`src/rtl/iir_pkg.sv`:
```
// Shared types and helpers for the iir_seq stream sequencer.
package iir_pkg;

  typedef enum logic [2:0] {
    S_INIT,
    S_WAIT_RDY,
    S_IDLE,
    S_START,
    S_BUSY
  } iir_seq_state_t;

  // FIFO pointer width for a power-of-two depth.
  function automatic int fifo_ptr_w(input int depth);
    return $clog2(depth);
  endfunction

endpackage

```
`src/rtl/iir_seq_fifo.sv`:
```
// Synchronous FIFO with exact full/empty flags and a synchronous flush.
module iir_seq_fifo
  import iir_pkg::*;
#(
  parameter int WIDTH = 16,
  parameter int DEPTH = 4
) (
  input  logic             clk,
  input  logic             rst_n,
  input  logic             flush,
  input  logic             push,
  input  logic             pop,
  input  logic [WIDTH-1:0] din,
  output logic [WIDTH-1:0] head,
  output logic             full,
  output logic             empty
);

  localparam int PTRW = fifo_ptr_w(DEPTH);
  localparam int CW   = PTRW + 1;

  logic [WIDTH-1:0] mem [DEPTH];
  logic [PTRW-1:0]  wr_ptr;
  logic [PTRW-1:0]  rd_ptr;
  logic [CW-1:0]    count;
  logic             do_push;
  logic             do_pop;

  // Flush wins over a simultaneous push or pop.
  assign do_push = push && !full && !flush;
  assign do_pop  = pop && !empty && !flush;

  // Pointer and occupancy tracking; pointers wrap naturally at DEPTH.
  always_ff @(posedge clk or negedge rst_n) begin
    if (!rst_n) begin
      wr_ptr <= '0;
      rd_ptr <= '0;
      count  <= '0;
    end else if (flush) begin
      wr_ptr <= '0;
      rd_ptr <= '0;
      count  <= '0;
    end else begin
      if (do_push) wr_ptr <= wr_ptr + PTRW'(1);
      if (do_pop)  rd_ptr <= rd_ptr + PTRW'(1);
      case ({do_push, do_pop})
        2'b10:   count <= count + CW'(1);
        2'b01:   count <= count - CW'(1);
        default: count <= count;
      endcase
    end
  end

  // Storage write; contents need no reset since occupancy gates reads.
  always_ff @(posedge clk) begin
    if (do_push) mem[wr_ptr] <= din;
  end

  assign head  = mem[rd_ptr];
  assign full  = (count == CW'(DEPTH));
  assign empty = (count == '0);

endmodule

```
`src/rtl/iir_seq.sv`:
```
// Stream sequencer: buffers samples, issues them one at a time to an iir
// core, captures results into a single-entry output register, and owns the
// core's reset, flush and hang detection.
module iir_seq
  import iir_pkg::*;
#(
  parameter int OPSIZE     = 16,
  parameter int FIFO_DEPTH = 4,
  parameter int TIMEOUT    = 64,
  parameter int CNTW       = 16
) (
  input  logic              clk,
  input  logic              reset_n,
  input  logic              flush,
  input  logic              s_valid,
  output logic              s_ready,
  input  logic [OPSIZE-1:0] s_data,
  output logic              m_valid,
  input  logic              m_ready,
  output logic [OPSIZE-1:0] m_data,
  output logic              core_start,
  output logic              core_reset,
  output logic [OPSIZE-1:0] core_xin,
  input  logic [OPSIZE-1:0] core_yout,
  input  logic              core_ready,
  output logic              busy,
  output logic              err_timeout,
  output logic [CNTW-1:0]   sample_cnt
);

  localparam int TW = $clog2(TIMEOUT + 1);

  logic [1:0]        rst_sync;
  logic              rst_n;
  iir_seq_state_t    state;
  iir_seq_state_t    state_next;
  logic              full;
  logic              empty;
  logic [OPSIZE-1:0] head;
  logic              load_xin;
  logic              pop;
  logic              capture;
  logic              timeout;
  logic              seen_low;
  logic [TW-1:0]     tcnt;

  // Reset asserts asynchronously, releases after two clock edges.
  always_ff @(posedge clk or negedge reset_n) begin
    if (!reset_n) rst_sync <= '0;
    else          rst_sync <= {rst_sync[0], 1'b1};
  end
  assign rst_n = rst_sync[1];

  iir_seq_fifo #(
    .WIDTH(OPSIZE),
    .DEPTH(FIFO_DEPTH)
  ) u_fifo (
    .clk  (clk),
    .rst_n(rst_n),
    .flush(flush),
    .push (s_valid),
    .pop  (pop),
    .din  (s_data),
    .head (head),
    .full (full),
    .empty(empty)
  );

  // State register.
  always_ff @(posedge clk or negedge rst_n) begin
    if (!rst_n) state <= S_INIT;
    else        state <= state_next;
  end

  // Next-state logic and per-cycle strobes; flush overrides everything.
  always_comb begin
    state_next = state;
    load_xin   = 1'b0;
    pop        = 1'b0;
    capture    = 1'b0;
    timeout    = 1'b0;
    case (state)
      S_INIT:     state_next = S_WAIT_RDY;
      S_WAIT_RDY: if (core_ready) state_next = S_IDLE;
      S_IDLE: begin
        if (!empty && !m_valid && core_ready) begin
          load_xin   = 1'b1;
          state_next = S_START;
        end
      end
      S_START: begin
        pop        = 1'b1;
        state_next = S_BUSY;
      end
      S_BUSY: begin
        // A capture in the final timeout cycle still counts as a capture.
        if (core_ready && seen_low) begin
          capture    = 1'b1;
          state_next = S_IDLE;
        end else if (tcnt == TW'(TIMEOUT - 1)) begin
          timeout    = 1'b1;
          state_next = S_INIT;
        end
      end
      default: state_next = S_INIT;
    endcase
    if (flush) begin
      state_next = S_INIT;
      load_xin   = 1'b0;
      pop        = 1'b0;
      capture    = 1'b0;
      timeout    = 1'b0;
    end
  end

  // BUSY bookkeeping: ready must drop before a rising ready is a result.
  always_ff @(posedge clk or negedge rst_n) begin
    if (!rst_n) begin
      seen_low <= 1'b0;
      tcnt     <= '0;
    end else if (state == S_START) begin
      seen_low <= 1'b0;
      tcnt     <= '0;
    end else if (state == S_BUSY) begin
      if (!core_ready) seen_low <= 1'b1;
      tcnt <= tcnt + TW'(1);
    end
  end

  // Core operand, output register, error flag and result counter.
  always_ff @(posedge clk or negedge rst_n) begin
    if (!rst_n) begin
      core_xin    <= '0;
      m_data      <= '0;
      m_valid     <= 1'b0;
      err_timeout <= 1'b0;
      sample_cnt  <= '0;
    end else begin
      if (load_xin) core_xin <= head;
      if (flush) begin
        m_valid     <= 1'b0;
        err_timeout <= 1'b0;
      end else begin
        if (capture) begin
          m_data     <= core_yout;
          m_valid    <= 1'b1;
          sample_cnt <= sample_cnt + CNTW'(1);
        end else if (m_valid && m_ready) begin
          m_valid <= 1'b0;
        end
        if (timeout) err_timeout <= 1'b1;
      end
    end
  end

  assign s_ready    = !full;
  assign core_reset = (state == S_INIT);
  assign core_start = (state == S_START);
  assign busy       = (state == S_START) || (state == S_BUSY);

endmodule
```
`config.mk`:
```
export PLATFORM = sky130hd
export DESIGN_NAME = iir_seq
export DESIGN_NICKNAME = d
export VERILOG_FILES = /design/src/rtl/iir_pkg.sv /design/src/rtl/iir_seq_fifo.sv /design/src/rtl/iir_seq.sv
export SDC_FILE = /design/constraint.sdc
export NUM_CORES = 1
export LEC_CHECK = 0
export ABC_AREA = 1
export CORE_UTILIZATION = 53
export CTS_CLUSTER_SIZE = 40
export DETAILED_ROUTE_END_ITERATION = 7
export PLACE_DENSITY = 0.79
export SYNTH_ARGS = -nofsm -noshare
export SYNTH_HDL_FRONTEND = slang
export SYNTH_SLANG_ARGS = --single-unit
```
`constraint.sdc`:
```
create_clock -name clk -period 2.5 [get_ports clk]
set_clock_uncertainty 0.1 [all_clocks]
set_input_delay 0.5 -clock clk [delete_from_list [all_inputs] [get_ports clk]]
set_output_delay 0.5 -clock clk [all_outputs]
set_load 0.05 [all_outputs]
```
==> flow_summary.json <==
{
  "fmax_mhz": 412,
  "drive_gt1_frac": 0.110,
  "vias_per_cell": 5.37,
  "async_flop_share": 0.522,
  "period_minus_slack_ns": 2.43,
  "layout_commonest_cell": "nand2_1",
  "cp_cell_sequence": "clkdlybuf4s50_1",
  "timing.hold.ws_ns": 0.0362,
  "ys_seq_area_frac": 0.636,
  "syn_inst": 574,
  "setup_viol": 0,
  "grt_usage": 0.244,
  "cts_setup_buffers": 0,
  "fin_crit_sh": 0.971,
  "cp.required_ns": 1.90,
  "yosysWarnings": 0,
  "synth_edf_count": 64,
  "synth_top_cells_by_area": "edfxtp_1 33%, dfrtp_1 30%, nand2_1 9.2%",
  "rsz0062_at_grt": "no",
  "fp.coreArea_um2": 10500,
  "grt_max_degree": 36,
  "critPathMaxFanout": 5,
  "postCtsHoldBufs": 0,
  "drv_cap": 0,
  "critical-path-top-delay-family": "buffers and inverters",
  "ir_drop_v": 0.000626,
  "dp_hpwl_mm": 8.10,
  "start_kind": "register",
  "drc": 0,
  "clk_pin_slew_worst_paths_ns": 0.06,
  "crit_arrival_ns": 1.83,
  "synth-seq-cells": 134,
  "outcome": "complete, no violations",
  "r2r_end": "u_fifo.count[2]",
  "place_congestion": 0.863,
  "yosysUniqueCellTypes": 36,
  "portBuffers": 91,
  "cts_tree": "done",
  "power.leakage_nw": 3.16,
  "timing.rr.start": "u_fifo.count[0]",
  "worst-setup-path-type": "register to output pin",
  "grt_pass1_wl_mm": 21.1,
  "relSlewSlack": 0.594,
  "clock-sinks": 134,
  "rows": 37,
  "start_util": 0.552,
  "wirelength_mm": 12.7,
  "dieArea_um2": 11300,
  "antenna_found_initial": 0,
  "fin_cells": 828,
  "rrSetupSlack_ns": 0.31,
  "crit_start": "sample_cnt[8]",
  "ant_nets": 0,
  "final_net_count": 724,
  "synth_nets": 619,
  "hp-class": "primary input to asynchronous set/reset pin",
  "final_cell_mix": "142 x nand2_1, 94 x nor2_1, 86 x clkdlybuf4s50_1, 69 x dfrtp_1, 64 x edfxtp_1",
  "ctsResizeCount": 3,
  "clk_latency_ns": 0.52,
  "hold_viol_final": 0,
  "dr.pass1.iters": 5,
  "antenna_cells": 0,
  "power_density_nw_per_um2": 927,
  "cp-end-kind": "output pin",
  "syn-cell-area_um2": 5770,
  "critPathBufInv": 1,
  "cts_max_level": 4,
  "wl_per_cell_um": 15.4,
  "placed_cells": 796,
  "fillers": 771,
  "dr_total_vias": 4446,
  "tns_ns": 0,
  "num_io_pins": 92,
  "slew_violations": 0,
  "synth-main-ff-cell": "dfrtp_1",
  "cts_made_buffers": 17,
  "drtIter0Drc": 286,
  "area_growth_pct": 29.6,
  "die_h_um": 106,
  "syn_avg_cell_area_um2": 10.1,
  "yosys.area.top_type": "edfxtp_1",
  "yosysTopAreaCellShare": 0.333,
  "tightest_slew_ns": 0.609,
  "clk_path_buf_depth": 2,
  "slowest_delay_ns": 0.85,
  "cts_root_buf": "clkbuf_8",
  "cp_slowest_cell": "clkdlybuf4s50_1",
  "grt_pass1_vias": 4447,
  "die_x_um": 106,
  "r2r.worst_path.cells": 10,
  "overflow": 0
}
-- state kept, by name, summed over array words and instances, names as in the netlist --
register / count
core_xin: 16
state: 3
seen_low: 1
u_fifo.count: 3
sample_cnt: 16
rst_sync: 2
u_fifo.mem: 64
m_valid: 1
u_fifo.wr_ptr: 2
err_timeout: 1
m_data: 16
u_fifo.rd_ptr: 2
tcnt: 7
-- power breakdown --
part / switching, W / total (W) / internal, W
registers: 0.000198 / 0.00278 / 0.00259
logic: 0.00119 / 0.00177 / 0.000580
clock network: 0.000912 / 0.00238 / 0.00147
-- Yosys cell counts, types with 2 or more instances --
cell,number
nor2_2,3
ha_1,6
clkbuf_1,4
nand3_2,2
buf_2,8
buf_6,2
o31ai_1,2
buf_4,5
nand4_1,4
or2_0,2
edfxtp_1,64
a21oi_1,2
o21ai_0,43
xor2_1,9
nand3_1,16
nand2_1,142
dfrtp_1,70
nand2_2,3
nor2_4,4
inv_1,32
nand3b_1,2
a31oi_1,17
inv_2,5
xnor2_1,5
or2_2,13
nor3_1,6
nor2_1,94
-- cell type report --
| type | count | area, um^2 | share of cell area |
|---|---|---|---|
| flip-flops and latches | 134 | 3670 | 0.491 |
| multi-input cells | 383 | 1840 | 0.246 |
| repair buffers | 106 | 1080 | 0.145 |
| clock buffers | 20 | 445 | 0.0596 |
| well taps | 136 | 170 | 0.0228 |
| inverters | 37 | 139 | 0.0186 |
| clock inverters | 12 | 128 | 0.0171 |
-- through the flow --
stage                     setup slack (ns)  power (W)  instance area, um^2  utilization
after floorplan                      0.170    0.00394                 5770            -
after global placement               0.205    0.00454                 6910        0.660
after detailed placement            0.0245    0.00458                 6910        0.660
after CTS                           0.0468    0.00697                 7480        0.715
after global routing                0.0203    0.00720                 7480        0.715
final                               0.0736    0.00693                 7480        0.715
-- kinds of logic after synthesis --
kind of cell / synth area share
other: 0.000650
buffers and inverters: 0.0449
flip-flops: 0.636
AND/OR/NAND/NOR: 0.216
XOR/XNOR: 0.0212
adder cells (fa/ha/maj): 0.0165
AO/OA/AOI/OAI: 0.0648
-- worst max path at each step --
stage | endpoint | cells past startpoint
global placement | u_fifo.count[2] | 10
global route | sample_cnt[0] | 1
CTS | sample_cnt[2] | 1
detailed placement | u_fifo.count[2] | 10
finish | sample_cnt[8] | 1
floorplan | u_fifo.mem[0][0] | 4
-- worst reg2reg max path: cells and delay by family, from the launching register on --
family                     cells  cell delay [ns]
buffers and inverters          1             0.09
xor gates and xnor gates       1             0.22
and+or+nand+nor                7             0.84
adders and majority gates      1             0.39
DFF                            1             0.43
-- metal layers --
layer / global-route usage / part of all wire / vias up
li1: - / - / 2094
met1: 0.302 / 0.42 / 2159
met2: 0.412 / 0.50 / 171
met3: 0.0632 / 0.061 / 22
met4: 0.0923 / 0.014 / 0
met5: 0 / 0 / -
(Power assumes the default switching activity.)
